<file path="src/rtl/led_status_ctrl.sv">
// Front-panel LED controller: merges link, activity and sticky-error state into one
// LED pattern (off / steady / activity blink / error flash code) timed by blink_i.
module led_status_ctrl #(
  parameter int unsigned ACT_HOLD    = 8,
  parameter int unsigned ERR_FLASHES = 3,
  parameter int unsigned ERR_PAUSE   = 4,
  parameter int unsigned CNT_W       = 8
) (
  input  logic             clk_i,
  input  logic             reset_i,
  input  logic             blink_i,
  input  logic             link_up_i,
  input  logic             act_pulse_i,
  input  logic             err_i,
  input  logic             err_clear_i,
  output logic             led_o,
  output logic             err_active_o,
  output logic [CNT_W-1:0] err_count_o
);

  localparam int unsigned ACT_W   = $clog2(ACT_HOLD + 1);
  localparam int unsigned FLASH_W = $clog2(ERR_FLASHES + 1);
  localparam int unsigned PAUSE_W = $clog2(ERR_PAUSE + 1);

  localparam logic [ACT_W-1:0]   ACT_LOAD   = ACT_W'(ACT_HOLD);
  localparam logic [ACT_W-1:0]   ACT_ONE    = ACT_W'(1);
  localparam logic [FLASH_W-1:0] FLASH_LAST = FLASH_W'(ERR_FLASHES);
  localparam logic [FLASH_W-1:0] FLASH_ONE  = FLASH_W'(1);
  localparam logic [PAUSE_W-1:0] PAUSE_LAST = PAUSE_W'(ERR_PAUSE);
  localparam logic [PAUSE_W-1:0] PAUSE_ONE  = PAUSE_W'(1);
  localparam logic [CNT_W-1:0]   CNT_MAX    = {CNT_W{1'b1}};
  localparam logic [CNT_W-1:0]   CNT_ONE    = CNT_W'(1);

  typedef enum logic [2:0] {
    StDown,
    StUp,
    StAct,
    StErrSync,
    StErrFlash,
    StErrPause
  } state_e;

  state_e             r_state;
  state_e             w_state_next;
  logic               r_blink_d;
  logic               w_tick;
  logic [ACT_W-1:0]   r_act_cnt;
  logic [ACT_W-1:0]   w_act_next;
  logic [FLASH_W-1:0] r_flash_cnt;
  logic [FLASH_W-1:0] w_flash_next;
  logic [FLASH_W-1:0] w_flash_inc;
  logic [PAUSE_W-1:0] r_pause_cnt;
  logic [PAUSE_W-1:0] w_pause_next;
  logic [PAUSE_W-1:0] w_pause_inc;
  logic               r_err_active;
  logic               w_err_active_next;
  logic [CNT_W-1:0]   r_err_count;
  logic [CNT_W-1:0]   w_err_count_next;
  logic               r_led;
  logic               w_led_next;
  logic               w_in_err;

  assign w_tick = blink_i & ~r_blink_d;

  // Activity hold counter; a pulse reload wins over a same-cycle tick decrement.
  always_comb begin
    w_act_next = r_act_cnt;
    if (!link_up_i) begin
      w_act_next = '0;
    end else if (act_pulse_i) begin
      w_act_next = ACT_LOAD;
    end else if (w_tick && (r_act_cnt != '0)) begin
      w_act_next = r_act_cnt - ACT_ONE;
    end
  end

  // Sticky error: a set in the same cycle as a clear keeps the error active.
  always_comb begin
    w_err_active_next = r_err_active;
    if (err_clear_i) begin
      w_err_active_next = 1'b0;
    end
    if (err_i) begin
      w_err_active_next = 1'b1;
    end
    w_err_count_next = r_err_count;
    if (err_i && (r_err_count != CNT_MAX)) begin
      w_err_count_next = r_err_count + CNT_ONE;
    end
  end

  always_comb begin
    w_state_next = r_state;
    w_flash_next = r_flash_cnt;
    w_pause_next = r_pause_cnt;
    w_flash_inc  = r_flash_cnt + FLASH_ONE;
    w_pause_inc  = r_pause_cnt + PAUSE_ONE;
    w_in_err     = (r_state == StErrSync) || (r_state == StErrFlash) ||
                   (r_state == StErrPause);

    if (w_err_active_next) begin
      if (!w_in_err) begin
        w_state_next = StErrSync;
      end else begin
        case (r_state)
          StErrSync: begin
            if (w_tick) begin
              w_state_next = StErrFlash;
              w_flash_next = '0;
            end
          end
          StErrFlash: begin
            if (w_tick) begin
              if (w_flash_inc == FLASH_LAST) begin
                w_state_next = StErrPause;
                w_pause_next = '0;
              end else begin
                w_flash_next = w_flash_inc;
              end
            end
          end
          StErrPause: begin
            if (w_tick) begin
              if (w_pause_inc == PAUSE_LAST) begin
                w_state_next = StErrFlash;
                w_flash_next = '0;
              end else begin
                w_pause_next = w_pause_inc;
              end
            end
          end
          default: w_state_next = StErrSync;
        endcase
      end
    end else if (!link_up_i) begin
      w_state_next = StDown;
    end else if (w_act_next != '0) begin
      w_state_next = StAct;
    end else begin
      w_state_next = StUp;
    end
  end

  // LED follows the next state and the blink level sampled this cycle.
  always_comb begin
    w_led_next = 1'b0;
    case (w_state_next)
      StUp:       w_led_next = 1'b1;
      StAct:      w_led_next = ~blink_i;
      StErrFlash: w_led_next = blink_i;
      default:    w_led_next = 1'b0;
    endcase
  end

  always_ff @(posedge clk_i or posedge reset_i) begin
    if (reset_i) begin
      r_state      <= StDown;
      r_blink_d    <= 1'b0;
      r_act_cnt    <= '0;
      r_flash_cnt  <= '0;
      r_pause_cnt  <= '0;
      r_err_active <= 1'b0;
      r_err_count  <= '0;
      r_led        <= 1'b0;
    end else begin
      r_state      <= w_state_next;
      r_blink_d    <= blink_i;
      r_act_cnt    <= w_act_next;
      r_flash_cnt  <= w_flash_next;
      r_pause_cnt  <= w_pause_next;
      r_err_active <= w_err_active_next;
      r_err_count  <= w_err_count_next;
      r_led        <= w_led_next;
    end
  end

  assign led_o        = r_led;
  assign err_active_o = r_err_active;
  assign err_count_o  = r_err_count;

endmodule

</file>
<file path="config.mk">
export PLATFORM = sky130hd
export DESIGN_NAME = led_status_ctrl
export DESIGN_NICKNAME = d
export VERILOG_FILES = /design/src/rtl/led_status_ctrl.sv
export SDC_FILE = /design/constraint.sdc
export NUM_CORES = 1
export LEC_CHECK = 0
export ABC_CLOCK_PERIOD_IN_PS = 2300
export CAP_MARGIN = 5
export CORE_ASPECT_RATIO = 0.7
export CORE_MARGIN = 2
export CORE_UTILIZATION = 53
export DETAILED_ROUTE_END_ITERATION = 6
export PLACE_DENSITY = 0.78
export SLEW_MARGIN = 30
export SYNTH_ARGS = -nofsm -noshare
export SYNTH_HDL_FRONTEND = slang
export SYNTH_SLANG_ARGS = --single-unit
</file>
<file path="constraint.sdc">
create_clock -name clk_i -period 2.3 [get_ports clk_i]
set_input_delay 0.46 -clock clk_i [delete_from_list [all_inputs] [get_ports clk_i]]
set_output_delay 0.46 -clock clk_i [all_outputs]
set_load 0.005 [all_outputs]
</file>
==> reports/metrics.yaml <==
run_status:
  outcome: "complete, no violations"
critical_path:
  start_kind: "register"
  cp-end-kind: "register"
  critPathSlowestCell: "dfrtp_1"
  required_ns: 2.50
  worstReg2RegStart: "r_act_cnt[1]"
  crit_start: "r_act_cnt[1]"
  path_cells: "inv_1 > ha_1 > or3b_4 > a211o_1 > a21boi_2 > nand3_1 > a31o_1"
  r2r_cells: 7
  max_stage_delay_ns: 0.45
  cp_max_fo: 4
  cp.arrival_ns: 2.20
  crit_type: "reg2reg"
  rr_endpoint: "r_state[1]"
  r2r_slack_ns: 0.30
grt:
  antenna_found_initial: 0
  grt_start_max_net_pins: 24
  grt_pass1_wl_um: 4119
  gr-usage-all-layers: 0.2045
  gr-total-overflow: 0
  grt_pass1_vias: 891
drt:
  viasPerCell: 5.520
  drc: 0
  ant_nets: 0
  routed_wl_um: 2428
  vias: 977
  first_pass_iters: 4
  wl_per_cell_um: 13.72
  first_iter_violations: 62
floorplan:
  initial_core_util: 0.5668
  die_height_um: 44.33
  design.core.area_um2: 2172
  num_rows: 14
  dieArea_um2: 2731
  die_width_um: 61.61
  io_pins: 17
synthesis:
  ys_types: 39
  synth_flop_cell: "dfrtp_1"
  synth_edf_count: 0
  yosysTopAreaCellShare: 0.4675
  synth_top_area_cell: "dfrtp_1"
  synth_most_common_cell: "dfrtp_1"
  ys_seq_elements: 23
  syn_area_um2: 1231
  synth_warnings: 0
  synth_area_per_cell_um2: 10.01
  synth_cells: 123
  synth_common_cells: "23 x dfrtp_1, 11 x inv_1, 10 x nor2_1"
  synthTopCellsByArea: "dfrtp_1 47%, ha_1 5.1%, mux2_2 3.7%, inv_1 3.4%, nor2_1 3.0%"
  syn_nets: 135
  async_flop_share: 1.000
  seq_area_frac_synth: 0.4675
finish:
  layout-drive-gt1-share: 0.1241
  area_growth_pct: 19.72
  nets: 158
  fin_util: 0.6786
  insertedDiodeCount: 0
  design_area_um2: 1474
sta:
  drv_slew: 0
  rsz0062_at_grt: "false"
  max-slew-margin-rel: 0.7213
  holdWs_ns: 0.4703
  fin_setup_tns_ns: 0
  clock_skew_ns: 0.01001
  setup_violations: 0
  fmax_ghz: 0.4993
  worst_slew_pin_slew_ns: 0.4172
  finalCritPeriodShare: 0.8709
  hold_viol_final: 0
  min_period_ns: 2.003
hold_path:
  hp-class: "in2async"
clocking:
  cts_tree: "yes"
  clock-root-buffer: "clkbuf_4"
  cts_resized: 0
  clk_pin_slew_ns: 0.13
  clock_path_buffers: 2
  insertion_delay_ns: 0.31
  clock_sinks: 23
  htree_levels: 1
  post_cts_buffers: 0
  hold_buffers: 0
  cts_buffers: 3
job:
  max_cap_violations: 0
power_and_ir_drop:
  power_leakage_nw: 0.6519
  peakVddDrop_mv: 0.5642
  power.density_nw_per_um2: 805.7
placement:
  io_buffer_count: 16
  dp_hpwl_um: 1848
  dpl_cell_area_um2: 1446
  place.gp.congestion: 0.8070
-- state kept, by name (all words and copies together), names as in the netlist --
signal        flops
err_active_o      1
err_count_o       8
led_o             1
r_act_cnt         4
r_blink_d         1
r_flash_cnt       2
r_pause_cnt       3
r_state           3
-- cell usage in the layout (no fill, tap or decap), drive strengths merged, types with 2 or more instances in the layout --
| cell type | n |
|---|---|
| xor2 | 3 |
| a21boi | 2 |
| clkdlybuf4s50 | 16 |
| inv | 11 |
| nand2 | 7 |
| mux2 | 4 |
| nand2b | 2 |
| mux2i | 2 |
| nor2b | 2 |
| xnor2 | 2 |
| a21oi | 6 |
| o21ai | 5 |
| nand3b | 2 |
| nor3 | 3 |
| dfrtp | 23 |
| and3 | 3 |
| nor2 | 10 |
| a211o | 3 |
| clkbuf | 3 |
| nand4 | 4 |
| buf | 2 |
| nand3 | 6 |
| ha | 5 |
| o31ai | 2 |
| and2 | 3 |
-- worst max-delay path, delay by kind of cell, from the launching register on --
family	cells	cell delay (ns)
AO/OA/AOI/OAI	3	0.69
adder cells (fa/ha/maj)	1	0.19
buffers and inverters	1	0.09
flip-flops	1	0.45
AND/OR/NAND/NOR	2	0.49
-- worst max-delay path by stage --
stage                endpoint  cells after the start  slack, ns
2_1_floorplan      r_state[1]                      7       0.44
3_3_place_gp   r_flash_cnt[0]                      5       0.17
3_5_place_dp   r_flash_cnt[0]                      5       0.06
4_1_cts            r_state[1]                      7       0.30
5_1_grt            r_state[1]                      7       0.18
6_report           r_state[1]                      7       0.30
-- metal layers --
layer / track usage / vias up / wire length [um]
met1: 0.3321 / 464 / 1265
li1: - / 484 / -
met3: 0.05263 / 2 / 113
met2: 0.2821 / 27 / 1041
met5: 0 / - / 0
met4: 0.02553 / 0 / 8
-- final cells by class --
cell class	count	area (um^2)
Clock inverter	1	5.005
Multi-Input combinational cell	89	614.3
Fill cell	198	698.2
Tap cell	32	40.04
Timing Repair Buffer	18	175.2
Sequential cell	23	575.6
Clock buffer	3	22.52
Inverter	11	41.29
-- kinds of logic after synthesis --
kind of cell	Yosys count	share of synthesized area
muxes	6	0.05284
AOI/OAI and AO/OA	24	0.1342
and+or+nand+nor	49	0.2256
adders and majority gates	5	0.05081
DFF	23	0.4675
xor gates and xnor gates	5	0.03558
buffers and inverters	11	0.03354
-- stage by stage --
stage	power (mW)	setup WS, ns	std cells
final	1.187	0.2970	177
after global routing	1.279	0.1752	177
after CTS	1.201	0.2966	177
after detailed placement	1.015	0.05787	173
after global placement	0.9929	0.1653	173
after floorplan	0.8110	0.4427	123
-- power breakdown --
group          switching [mW]  internal (mW)  total [mW]  leakage (nW)
registers               0.106          0.504       0.609         0.288
clock network           0.116         0.0648       0.181        0.0177
logic                   0.163          0.235       0.397         0.347
total                   0.385          0.803        1.19         0.652
No activity file was read; power rests on OpenSTA's default activity.
==> patch (same settings) <==
`ERR_FLASHES`: 3 -> 6.
--- a/src/rtl/led_status_ctrl.sv
+++ b/src/rtl/led_status_ctrl.sv
@@ -3,5 +3,5 @@
 module led_status_ctrl #(
   parameter int unsigned ACT_HOLD    = 8,
-  parameter int unsigned ERR_FLASHES = 3,
+  parameter int unsigned ERR_FLASHES = 6,
   parameter int unsigned ERR_PAUSE   = 4,
   parameter int unsigned CNT_W       = 8
Function: changed (a bounded check fails within 10 cycles, from zero or initial values and one cycle with reset_i high).
==> patch against the unedited design <==
Core utilization decreased by 0.84 points; final area increased by 13%; maximum frequency decreased by 3.5%; critical path depth decreased by 2; worst hold slack improved by 54 ps; clock skew decreased by 6.3 ps; die area increased by 12%; via count increased by 12%; power increased by 2.8%; area after synthesis increased by 12%; routed wire length increased by 16%; setup slack got worse by 73 ps; sequential cell count increased by 1; largest power group unchanged.
==> patch: results (changes against the unedited design) <==
- WL/cell: 14.7 um (+7.1%)
- Post-CTS Setup Bufs: 0 (unchanged)
- Fin nets: 171 (+8.2%)
- Max VDD drop: 582 uV (+3.2%)
- CP max FO: 4 (unchanged)
- Lkg Pwr: 0.737 nW (+13%)
- All-Layer GR Usage: 0.211 (+0.00618)
- Status: finished clean
- Sequential cell area fraction in the yosys report: 0.434 (-0.0339)
- DRT iter0 DRCs: 81 (+31%)
- Hpwl dp: 2.17 mm (+17%)
- DR pass1 iterations: 4 (unchanged)
- Antenna Nets Post-Route: 0 (unchanged)
- Sequential cell power: 0.000592 W (-3%)
- GPL Wtd Cong: 0.866 (+7.2%)
- I/O Buffers: 16 (unchanged)
- Synth Area in XOR/XNOR: 0.0569 (+0.0213)
- # diodes: 0 (unchanged)
- Synth area leaders: dfrtp_1 43%, ha_1 5.4%, a21oi_1 3.3%
- Post-DP Area: 1610 um2 (+11%)
- Max FFs per register: 8 (unchanged)
- CP Data Arrival Time: 2220 ps (+20 ps)
- Distinct cell type count after synthesis: 44 (+13%)
- Max incr delay on CP: between 400 and 500 ps
- Post-Synth Adder-Cell Area: 0.0542 (+0.00339)
- Worst Skew: 3.72 ps (-6.29 ps)
- Mux share of post-synthesis cell area: 0.0488 (-0.00407)
- Vias in the first global route: 1082 (+21%)
- Pin count of the biggest net entering global routing: 25 (+4.2%)
- Slew HR: 0.718 (-0.00284)
- Compound-Gate Fraction of Synth Area: 0.173 (+0.0384)
- Clk root buf: clkbuf_8
- CTS Buf Count: 3 (unchanged)
- Comb pwr share: 0.287 (-0.048)
- Sw Ratio: 0.292 (-0.0322)
- CTS max path bufs: 2 (unchanged)
- Worst hold path class: flop to flop
- Crit path max-delay cell type: a2111oi_4
- Post-synth top cells: 24 x dfrtp_1, 10 x inv_1, 9 x a21oi_1
- Initial antenna violation count: 0 (unchanged)
- Post-place setup slack: 19.9 ps (-37.9 ps)
- Layout cells sized above 1: 0.108 (-0.0159)
- Clk pin slew, worst setup/hold paths: 80 ps (-50 ps)
- Global-route wire length before repair: 4.77 mm (+16%)
- Clock latency on the worst-skew pair: 260 ps (-50 ps)
- Vias per inst: 5.71 (+3.4%)
- Synthesized net count: 148 (+9.6%)
- Post_cts resized: 0 (unchanged)
patch: worst paths after layout:
| check | start | end | slack, ps | cells after the start |
|---|---|---|---|---|
| min in group asynchronous | reset_i | err_count_o[3]$_DFFE_PP0P_ | 540 | 3 |
| max in group asynchronous | reset_i | err_count_o[7]$_DFFE_PP0P_ | 1520 | 3 |
| worst max register to register | r_pause_cnt[0]$_DFFE_PP0P_ | r_flash_cnt[1]$_DFFE_PP0P_ | 220 | 5 |
| worst min-delay path | err_count_o[5]$_DFFE_PP0P_ | err_count_o[5]$_DFFE_PP0P_ | 520 | 1 |
| worst min register to register | err_count_o[5]$_DFFE_PP0P_ | err_count_o[5]$_DFFE_PP0P_ | 520 | 1 |
| worst max-delay path | r_pause_cnt[0]$_DFFE_PP0P_ | r_flash_cnt[1]$_DFFE_PP0P_ | 220 | 5 |
patch: kinds of logic after synthesis:
group / Yosys count
AOI/OAI and AO/OA: 30
xor gates and xnor gates: 9
adders and majority gates: 6
buffers and inverters: 12
DFF: 24
muxes: 6
and+or+nand+nor: 48
patch: routing by layer:
metal / wire (um) / GRT usage / part of all wire
met2: 1410 / 0.377 / 0.50
met5: 0 / 0 / 0
met1: 1300 / 0.269 / 0.46
met3: 83 / 0.0432 / 0.030
met4: 18 / 0.0625 / 0.0064
patch: through the flow:
stage,total power (W),cells
4_1_cts,0.00124,191
3_5_place_dp,0.000953,187
2_1_floorplan,0.000758,135
5_1_grt,0.00130,191
3_3_place_gp,0.000941,187
6_report,0.00122,191
patch: layout make-up:
type | instances | area, um2
tap | 34 | 42.5
fill | 222 | 817
multi-input combinational | 99 | 734
timing repair buffer | 20 | 190
sequential | 24 | 601
inverter | 10 | 37.5
clock buffer | 4 | 55.1
